`src/rtl/cache_fill_ctrl.sv`:
```
// Block-fill controller: arbitrates I/D cache misses, streams one word read per
// cycle for a whole block, steers returned words into the winning cache, then writes its tag.
module cache_fill_ctrl #(
  parameter int DWIDTH = 16,
  parameter int AWIDTH = 16,
  parameter int WORDS  = 8,
  localparam int WIDX  = $clog2(WORDS)
) (
  input  logic              clk,
  input  logic              rst,
  input  logic              i_miss,
  input  logic [AWIDTH-1:0] i_miss_addr,
  input  logic              d_miss,
  input  logic [AWIDTH-1:0] d_miss_addr,
  output logic              mem_en,
  output logic [AWIDTH-1:0] mem_addr,
  input  logic              mem_data_valid,
  input  logic [DWIDTH-1:0] mem_data,
  output logic              fill_we,
  output logic              fill_sel,
  output logic [WIDX-1:0]   fill_word,
  output logic [DWIDTH-1:0] fill_data,
  output logic              tag_we,
  output logic              i_fill_done,
  output logic              d_fill_done,
  output logic              busy
);

  typedef enum logic [1:0] {IDLE, FILL, DRAIN, DONE} state_t;

  // Block base alignment: words are 2 bytes, so clear clog2(WORDS*2) low bits.
  localparam logic [AWIDTH-1:0] ALIGN = ~(AWIDTH'(WORDS * 2 - 1));
  localparam logic [WIDX-1:0]   LAST  = WIDX'(WORDS - 1);

  state_t            state, state_nx;
  logic [WIDX-1:0]   k, r;
  logic              sel, last_served;
  logic [AWIDTH-1:0] base;
  logic              win_d, recv;

  // Tie goes to the channel that was not served last (last_served: 0=I, 1=D).
  assign win_d = d_miss && (!i_miss || !last_served);
  assign recv  = mem_data_valid && (state == FILL || state == DRAIN);

  always_comb begin
    state_nx    = state;
    mem_en      = 1'b0;
    mem_addr    = '0;
    fill_we     = 1'b0;
    fill_sel    = 1'b0;
    fill_word   = '0;
    fill_data   = '0;
    tag_we      = 1'b0;
    i_fill_done = 1'b0;
    d_fill_done = 1'b0;
    busy        = (state != IDLE);
    case (state)
      IDLE:  if (i_miss || d_miss) state_nx = FILL;
      FILL: begin
        mem_en   = 1'b1;
        mem_addr = base + AWIDTH'({k, 1'b0});
        if (k == LAST) state_nx = DRAIN;
      end
      DONE: begin
        tag_we      = 1'b1;
        fill_sel    = sel;
        i_fill_done = !sel;
        d_fill_done = sel;
        state_nx    = IDLE;
      end
      default: ;
    endcase
    // Returns are accepted in FILL too, so the last word can only finish the block there
    // if the memory latency were zero.
    if (recv) begin
      fill_we   = 1'b1;
      fill_word = r;
      fill_data = mem_data;
      fill_sel  = sel;
      if (r == LAST) state_nx = DONE;
    end
  end

  always_ff @(posedge clk or negedge rst) begin
    if (!rst) begin
      state       <= IDLE;
      k           <= '0;
      r           <= '0;
      sel         <= 1'b0;
      last_served <= 1'b0;
      base        <= '0;
    end else begin
      state <= state_nx;
      case (state)
        IDLE: if (i_miss || d_miss) begin
          sel  <= win_d;
          base <= (win_d ? d_miss_addr : i_miss_addr) & ALIGN;
          k    <= '0;
          r    <= '0;
        end
        FILL: k <= k + 1'b1;
        DONE: last_served <= sel;
        default: ;
      endcase
      if (recv) r <= r + 1'b1;
    end
  end

endmodule
```
`config.mk`:
```
export PLATFORM = sky130hd
export DESIGN_NAME = cache_fill_ctrl
export DESIGN_NICKNAME = d
export VERILOG_FILES = /design/src/rtl/cache_fill_ctrl.sv
export SDC_FILE = /design/constraint.sdc
export NUM_CORES = 1
export LEC_CHECK = 0
export ABC_AREA = 1
export CORE_AREA = 2 2 50 63
export CTS_CLUSTER_SIZE = 14
export DETAILED_ROUTE_END_ITERATION = 7
export DIE_AREA = 0 0 52 65
export DONT_BUFFER_PORTS = 1
export GPL_TIMING_DRIVEN = 0
export HOLD_SLACK_MARGIN = 0.12
export PLACE_DENSITY_LB_ADDON = 0.2
export SLEW_MARGIN = 20
export SYNTH_ARGS = -nofsm -noshare
export SYNTH_HDL_FRONTEND = slang
export SYNTH_SLANG_ARGS = --single-unit
```
`constraint.sdc`:
```
create_clock -name clk -period 1.3 [get_ports clk]
set_input_delay 0.26 -clock clk [delete_from_list [all_inputs] [get_ports clk]]
set_output_delay 0.26 -clock clk [all_outputs]
set_load 0.03 [all_outputs]
```
==> results of run 1 <==
-- routing by layer --
metal / share of wire [%] / vias to the layer above / wire length, um
met5: 0 / - / 0
met3: 7.1 / 12 / 305
met4: 2.5 / 0 / 108
met1: 37 / 699 / 1590
li1: - / 732 / -
met2: 53 / 94 / 2280
-- final cells by class --
| class | instances | area, um2 |
|---|---|---|
| Buffer | 11 | 149 |
| Fill cell | 146 | 415 |
| Tap cell | 36 | 45.0 |
| Sequential cell | 22 | 552 |
| Inverter | 45 | 273 |
| Clock buffer | 3 | 22.5 |
| Timing Repair Buffer | 17 | 213 |
| Multi-Input combinational cell | 159 | 1170 |
-- report_power, final --
part / internal [uW] / switching (uW) / total [uW]
sequential: 1000 / 422 / 1420
clock: 108 / 216 / 324
combinational: 1930 / 3000 / 4930
total: 3040 / 3630 / 6670
-- sequential cells by signal (all words and copies together) (netlist names) --
| signal | cells |
|---|---|
| r | 3 |
| k | 3 |
| base | 12 |
| sel | 1 |
| last_served | 1 |
| state | 2 |
-- layout by cell type (no fill, tap or decap), types with 2 or more instances in the layout --
| master | instances |
|---|---|
| buf_8 | 5 |
| buf_6 | 7 |
| ha_4 | 3 |
| nand3_2 | 5 |
| nor2_4 | 19 |
| clkbuf_4 | 3 |
| inv_6 | 10 |
| nand2_8 | 8 |
| buf_2 | 4 |
| dfrtp_1 | 21 |
| buf_12 | 2 |
| buf_4 | 5 |
| inv_2 | 4 |
| inv_8 | 6 |
| nand2_1 | 73 |
| ha_1 | 4 |
| nand2_2 | 11 |
| nand2_4 | 11 |
| clkbuf_16 | 4 |
| inv_1 | 22 |
| nand3_1 | 17 |
| inv_4 | 2 |
-- worst paths after layout --
path / start / end / slack (ps)
min in group asynchronous: rst / base[13] / 460
max in group asynchronous: rst / k[0] / 470
worst max-delay path: state[1] / fill_data[11] / -490
worst max register to register: state[1] / k[0] / -190
worst min register to register: base[6] / base[6] / 530
worst min-delay path: i_miss_addr[6] / base[6] / 140
-- through the flow --
| step | total power, uW | hold WS, ps |
|---|---|---|
| final | 6670 | 140 |
| after global routing | 7010 | 172 |
| after CTS | 5250 | 145 |
| after detailed placement | 4150 | -35.2 |
| after global placement | 4120 | -35.2 |
| after floorplan | 3800 | -35.6 |
-- kinds of logic (layout without fill, tap and decap cells) --
group | Yosys count | count (layout) | synth area share (%)
compound gates | 3 | 3 | 1.00
simple gates | 147 | 147 | 39.4
flops | 22 | 22 | 36.8
other cells | 1 | 1 | 0.251
buf+inv | 56 | 76 | 15.9
fa+ha+maj | 8 | 8 | 6.69
-- worst max-delay path: stages, from the launching register on --
cell and delay [ps]:
dfrtp_1 390, inv_2 80, ha_4 300, nand2_8 80, clkbuf_16 170, nor2_4 190
-- repair_timing --
action / CTS / global route
gates cloned: 1 / 2
hold buffers: 1 / 1
resized for setup: 45 / 86
buffers inserted: 7 / 8
pin swaps: 8 / 20
setup endpoints to repair: 46 / 60
hold endpoints to repair: 22 / 22
==> impl_metrics.csv, run 1 <==
group,metric,value,unit
status,status,"complete, but fails checks",
status,failed_checks,"negative setup slack",
placed_design,place_inst,273,
synth,synth_edf_count,0,
synth,syn_inst,237,
routing,drc,0,
synth,mappedNetlistArea,0.00150,mm2
clock_tree,h-tree-depth,1,
sta,rsz0062_at_grt,"yes",
routing,first_pass_iters,4,
clock_tree,cts_root_buf,"clkbuf_4",
setup_path,worstPathRequired,1040,ps
layout,final_area,0.00242,mm2
global_route,grt.busiest_layer,"met2",
synth,synthArstFlopShare,100,%
hold_path,min_path_cells,4,
floorplan,die_w,52,um
layout,antenna_cells,0,
setup_path,crit_path_end_kind,"primary output",
global_route,gr-total-overflow,0,
sta,max_freq,0.559,GHz
sta,skew,6.92,ps
global_route,grtUsageMet1,26.1,%
global_route,grt_max_degree,23,
sta,relSlewSlack,65.4,%
routing,drt_iter0_markers,25,
synth,yosysUniqueCellTypes,16,
floorplan,core,0.00284,mm2
sta,finalCritPeriodShare,138,%
routing,vias,1537,
synth,synth_common_cells,"nand2_1, inv_1, nand3_1",
placed_design,place_hpwl,2410,um
layout,utilization,85.3,%
clock_tree,cts.reportedPaths.clkPinSlew,130,ps
global_route,grt_pass1_wl,5640,um
synth,synth_warnings,0,
clock_tree,cts_num_sinks,22,
synth,synth_top_area_cell,"dfrtp_1",
run,drv_cap,0,
synth,avgSynthCellArea,6.31,um2
setup_path,cp.arrival,1530,ps
layout,area_delta_synth_final,61.7,%
routing,drtAntennaViolNets,0,
layout,layout.nets,320,
layout,drive_gt1_share,44.4,%
placed_design,place_congestion,0.761,
floorplan,num_rows,22,
global_route,grt_pass1_vias,1367,
pwr,pwr_density_cell,2760,mW/mm2
sta,period_minus_slack,1790,ps
clock_tree,cts_tree,"built",
clock_tree,cts_buffers,3,
placed_design,place_ws,-330,ps
routing,drt_wl_total,4290,um
setup_path,worstSetupPathType,"flop to primary output",
sta,finalHoldViolCount,0,
sta,setup_viol,62,
global_route,track_usage,22.1,%
sta,maxSlewViolCount,0,
placed_design,placed_area,0.00175,mm2
pwr,static-leakage-power,0.00127,uW
setup_path,ff2ff_path_depth,7,
layout,finalNonFillerCells,293,
clock_tree,clk_path_buf_depth,2,
sta,worst_slack,-489,ps
sta,final.setup.tns,-20180,ps
floorplan,die_h,65,um
pwr,vdd_drop_max,1980,uV
sta,tightestPinTransition,519,ps
synth,ys_seq_elements,22,
floorplan,top_level_ports,95,
setup_path,critPathLaunchType,"flop",
global_route,grt_use_met2,40.2,%
synth,synth.area.top_cells,"dfrtp_1, nand2_1, inv_1, nand3_1, ha_1",
floorplan,start_util,52.8,%
clock_tree,clock_latency,310,ps
hold_path,min-delay-path-class,"primary input to flop",
synth,synth_top_area_share,36.8,%
global_route,antenna_found_initial,0,
synth,synthFlopType,"dfrtp_1",
floorplan,dieArea,0.00338,mm2
synth,syn_nets,298,
routing,vias_per_cell,5.25,
synth,yosysMostFrequentCell,"nand2_1",
global_route,use_met3,2.07,%
synth,synth_seq_area_share,36.8,%
setup_path,crit_fanout,6,
placed_design,placement.io_buffers,0,
routing,routedWlPerCell,14.7,um
No activity file was read; power rests on OpenSTA's default activity.
==> inputs of run 2 (changes only) <==
- GPL_ROUTABILITY_DRIVEN: unset -> 0
- GPL_TIMING_DRIVEN: 0 -> unset
==> run 2 against run 1 <==
  * The flow still finishes with violations (negative setup slack)
  * Worst hold slack better by 7.5 ps
  * Clock power grew 16%
  * Non-clock buffer count increased by 4
==> impl_metrics.csv, run 2 (synthesis results as in run 1) <==
group,metric,value,unit
sta,period_minus_slack,1720,ps
layout,layout.nets,325,
placed_design,place_inst,281,
setup_path,ff2ff_path_depth,9,
layout,utilization,77.0,%
setup_path,cp.arrival,1460,ps
clock_tree,cts_root_buf,"clkbuf_4",
sta,worst_slack,-419,ps
global_route,grt_pass1_vias,1391,
setup_path,critPathLaunchType,"flop",
floorplan,start_util,52.8,%
hold_path,min_path_cells,4,
floorplan,die_w,52,um
layout,final_area,0.00218,mm2
pwr,vdd_drop_max,1870,uV
clock_tree,h-tree-depth,1,
sta,finalCritPeriodShare,132,%
layout,largest-register,"base",
layout,top_regs,"base: 12 flops, k: 3 flops, r: 3 flops",
setup_path,worstPathRequired,1040,ps
clock_tree,cts_tree,"built",
clock_tree,cts_num_sinks,22,
floorplan,die_h,65,um
routing,drt_iter0_markers,22,
routing,drt_wl_total,3710,um
sta,rsz0062_at_grt,"yes",
hold_path,min-delay-path-class,"primary input to flop",
sta,skew,1.44,ps
routing,vias,1511,
status,failed_checks,"negative setup slack",
layout,antenna_cells,0,
layout,finalNonFillerCells,299,
setup_path,crit_path_end_kind,"primary output",
sta,final.setup.tns,-15290,ps
clock_tree,clk_path_buf_depth,2,
pwr,static-leakage-power,0.00125,uW
layout,num-fill-cells,208,
floorplan,top_level_ports,95,
layout,regArea,551,um2
layout,drive_gt1_share,37.6,%
sta,maxSlewViolCount,0,
placed_design,placed_area,0.00183,mm2
layout,final_cell_mix,"nand2_1, inv_1, dfrtp_1",
global_route,track_usage,21.6,%
sta,finalHoldViolCount,0,
routing,drtAntennaViolNets,0,
sta,setup_viol,46,
routing,routedWlPerCell,12.4,um
layout,area_delta_synth_final,45.8,%
global_route,grt_max_degree,23,
setup_path,worstSetupPathType,"flop to primary output",
placed_design,place_hpwl,2430,um
clock_tree,cts_buffers,3,
routing,drc,0,
global_route,gr-total-overflow,0,
sta,max_freq,0.582,GHz
floorplan,dieArea,0.00338,mm2
floorplan,num_rows,22,
setup_path,crit_fanout,9,
layout,multi_input_area,980,um2
clock_tree,cts.reportedPaths.clkPinSlew,120,ps
placed_design,place_ws,-110,ps
layout,largest_reg_flops,12,
routing,first_pass_iters,4,
status,status,"complete, but fails checks",
routing,vias_per_cell,5.05,
placed_design,placement.io_buffers,0,
pwr,pwr_density_cell,2630,mW/mm2
layout,layout_commonest_cell,"nand2_1",
clock_tree,clock_latency,300,ps
run,drv_cap,0,
floorplan,core,0.00284,mm2
global_route,grt_pass1_wl,5550,um
global_route,antenna_found_initial,0,
## run 2: path summary, 6_finish.rpt
kind / start / endpoint / slack [ps]
max reg2reg: state[1] / state[0] / -160
min: i_miss_addr[12] / base[12] / 150
max: state[1] / fill_data[11] / -420
min in group asynchronous: rst / base[15] / 430
max in group asynchronous: rst / base[5] / 540
min reg2reg: base[15] / base[15] / 480
## run 2: report_power, final
group	internal (uW)	switching (uW)	leakage (uW)
sequential	999	225	0.000277
clock	171	205	0.0000210
combinational	1660	2470	0.000950
## run 2: layout make-up
class                           count  area share, %
Clock buffer                        4           1.66
Sequential cell                    22           25.2
Multi-Input combinational cell    159           44.9
Tap cell                           36           2.06
Inverter                           45           8.26
Timing Repair Buffer               32           17.5
Timing Repair inverter              1          0.344
## run 2: critical path, cell delays in order (launching register included)
cell and delay, ps:
dfrtp_1 380, inv_2 60, ha_4 290, nand2_8 80
buf_12 160, nor2_4 190
## run 2: metrics by stage
step	power, uW	hold WS [ps]
final	5740	147
after global placement	4300	-35.1
after detailed placement	4350	-35.2
after global routing	6140	149
after floorplan	3800	-35.6
after CTS	5360	140
## run 2: routing by layer
metal	track usage [%]	share of wire [%]	vias to the layer above
met2	41.1	54	71
li1	-	-	745
met5	0	0	-
met1	24.0	38	691
met4	7.89	1.5	0
met3	1.61	6.0	4
## run 2: timing repair
item                                   in CTS  in global routing
hold buffers                                1                  1
cloned                                      2                  2
buffers inserted                            5                  3
setup endpoints to repair                  41                 62
pin swaps                                   4                 12
gates resized for setup                    23                 19
endpoints found under the hold margin      22                 22
==> inputs of run 3 (changes only) <==
- CELL_PAD_IN_SITES_DETAIL_PLACEMENT: unset -> 1
- CELL_PAD_IN_SITES_GLOBAL_PLACEMENT: unset -> 2
- CORE_AREA: 2 2 50 63 -> 2 2 71 90
- DIE_AREA: 0 0 52 65 -> 0 0 73 92
==> run 3 against run 2 <==
  * The flow still finishes with violations (negative setup slack)
  * Count of clock-buffer cells in the layout fell by 1
  * Non-clock buffer count increased by 2
  * Sequential share of layout area fell by 1.8 points
  * Wire length grew 21%
  * First-iteration DRC count shrank 32%
  * Total power increased by 9.5%
  * Flip-flop and latch count did not move
  * Worst hold slack better by 38 ps
  * Clock skew is 0.87 ps higher
  * Critical path depth did not move
  * Setup slack improved by 28 ps
  * Largest cell class unchanged
  * Largest power group unchanged
==> impl_metrics.csv, run 3 (synthesis results as in run 1) <==
group,metric,value,unit
layout,multi_input_area,0.00102,mm2
setup_path,crit_fanout,10,
floorplan,die_w,73,um
global_route,antenna_found_initial,0,
layout,top_regs,"base: 12 flops, k: 3 flops, r: 3 flops",
layout,layout_commonest_cell,"nand2_1",
status,status,"complete, but fails checks",
setup_path,crit_start,"state[1]",
clock_tree,cts_buffers,3,
pwr,vdd_drop_max,825,uV
pwr,pwr_density_cell,2680,mW/mm2
setup_path,worstPathRequired,1040,ps
sta,period_minus_slack,1690,ps
pwr,static-leakage-power,0.00126,uW
floorplan,core,0.00597,mm2
routing,drtAntennaViolNets,0,
setup_path,worstSetupPathType,"flop to primary output",
sta,worst_slack,-391,ps
routing,first_pass_iters,3,
layout,utilization,39.4,%
floorplan,num_rows,32,
layout,area_delta_synth_final,56.9,%
layout,num-fill-cells,723,
layout,antenna_cells,0,
layout,final_cell_mix,"nand2_1, inv_1, dfrtp_1",
sta,maxSlewViolCount,0,
placed_design,placement.io_buffers,0,
floorplan,dieArea,0.00672,mm2
layout,largest_reg_flops,12,
global_route,track_usage,13.5,%
placed_design,place_hpwl,3120,um
global_route,gr-total-overflow,0,
layout,largest-register,"base",
clock_tree,clock_latency,270,ps
floorplan,start_util,25.1,%
setup_path,cp.arrival,1430,ps
sta,finalHoldViolCount,0,
routing,drt-met1-wl,1900,um
routing,wl_met2,2330,um
layout,drive_gt1_share,42.3,%
floorplan,top_level_ports,95,
routing,wl_met3,205,um
clock_tree,cts_num_sinks,22,
global_route,grt_pass1_wl,7110,um
hold_path,worst_hold_startpoint,"i_miss_addr[11]",
hold_path,min-delay-path-class,"primary input to flop",
layout,regArea,551,um2
status,failed_checks,"negative setup slack",
sta,rsz0062_at_grt,"yes",
setup_path,crit_path_end_kind,"primary output",
clock_tree,cts.reportedPaths.clkPinSlew,90,ps
routing,highest_layer,"met4",
floorplan,die_h,92,um
sta,max_freq,0.591,GHz
clock_tree,cts_root_buf,"clkbuf_8",
routing,vias_per_cell,4.60,
placed_design,place_inst,314,
sta,skew,2.31,ps
routing,drt_wl_total,4500,um
routing,routedWlPerCell,13.5,um
run,drv_cap,0,
clock_tree,clk_path_buf_depth,2,
clock_tree,cts_tree,"built",
clock_tree,h-tree-depth,1,
routing,drt_iter0_markers,15,
global_route,grt_max_degree,23,
layout,layout.nets,327,
sta,setup_viol,48,
global_route,grt_pass1_vias,1503,
setup_path,r2r-start,"state[1]",
sta,final.setup.tns,-14120,ps
sta,whs,185,ps
routing,vias,1531,
sta,finalCritPeriodShare,130,%
setup_path,critPathLaunchType,"flop",
layout,finalNonFillerCells,333,
routing,drc,0,
-- run 3: power breakdown --
part / internal, uW / leakage (uW) / switching [uW] / total [uW]
clock network: 412 / 0.0000357 / 254 / 666
registers: 1000 / 0.000277 / 251 / 1250
logic: 1740 / 0.000952 / 2630 / 4370
-- run 3: layout make-up --
class | instances | share of cell area, %
tap | 68 | 3.62
sequential | 22 | 23.4
timing repair inverter | 1 | 0.320
clock inverter | 1 | 1.28
multi-input combinational | 159 | 43.6
clock buffer | 3 | 1.76
inverter | 45 | 8.52
timing repair buffer | 34 | 17.4
-- run 3: routing by layer --
metal / vias up / global-route usage, %
li1: 748 / -
met1: 713 / 16.8
met2: 65 / 23.6
met3: 5 / 1.54
met4: 0 / 4.78
met5: - / 0
-- run 3: worst max-delay path: stages, from the launching register on --
cell and delay (ps):
dfrtp_1 380, inv_2 60, ha_4 290, nand2_8 80, buf_12 160, nor2_4 190
-- run 3: metrics by stage --
step	cell area [um2]	setup WS, ps	power (uW)
3_5_place_dp	1870	-132	4490
3_3_place_gp	1870	-103	4440
4_1_cts	2160	-409	5810
6_report	2350	-391	6280
2_1_floorplan	1710	-157	3800
5_1_grt	2350	-454	6750
-- run 3: final timing paths --
kind / end / slack, ps / cells after the start
min reg2reg: base[11] / 490 / 2
max in group asynchronous: state[0] / 740 / 2
max reg2reg: state[0] / -200 / 10
max: fill_data[4] / -390 / 5
min in group asynchronous: state[1] / 420 / 2
min: base[11] / 180 / 4
-- run 3: repair_timing --
| action | CTS | global route |
|---|---|---|
| hold buffers | 2 | 0 |
| gates cloned | 1 | 3 |
| pin swaps | 6 | 16 |
| endpoints found under the hold margin | 22 | 0 |
| endpoints found under the setup margin | 46 | 62 |
| setup buffers | 8 | 1 |
| resized for setup | 28 | 35 |
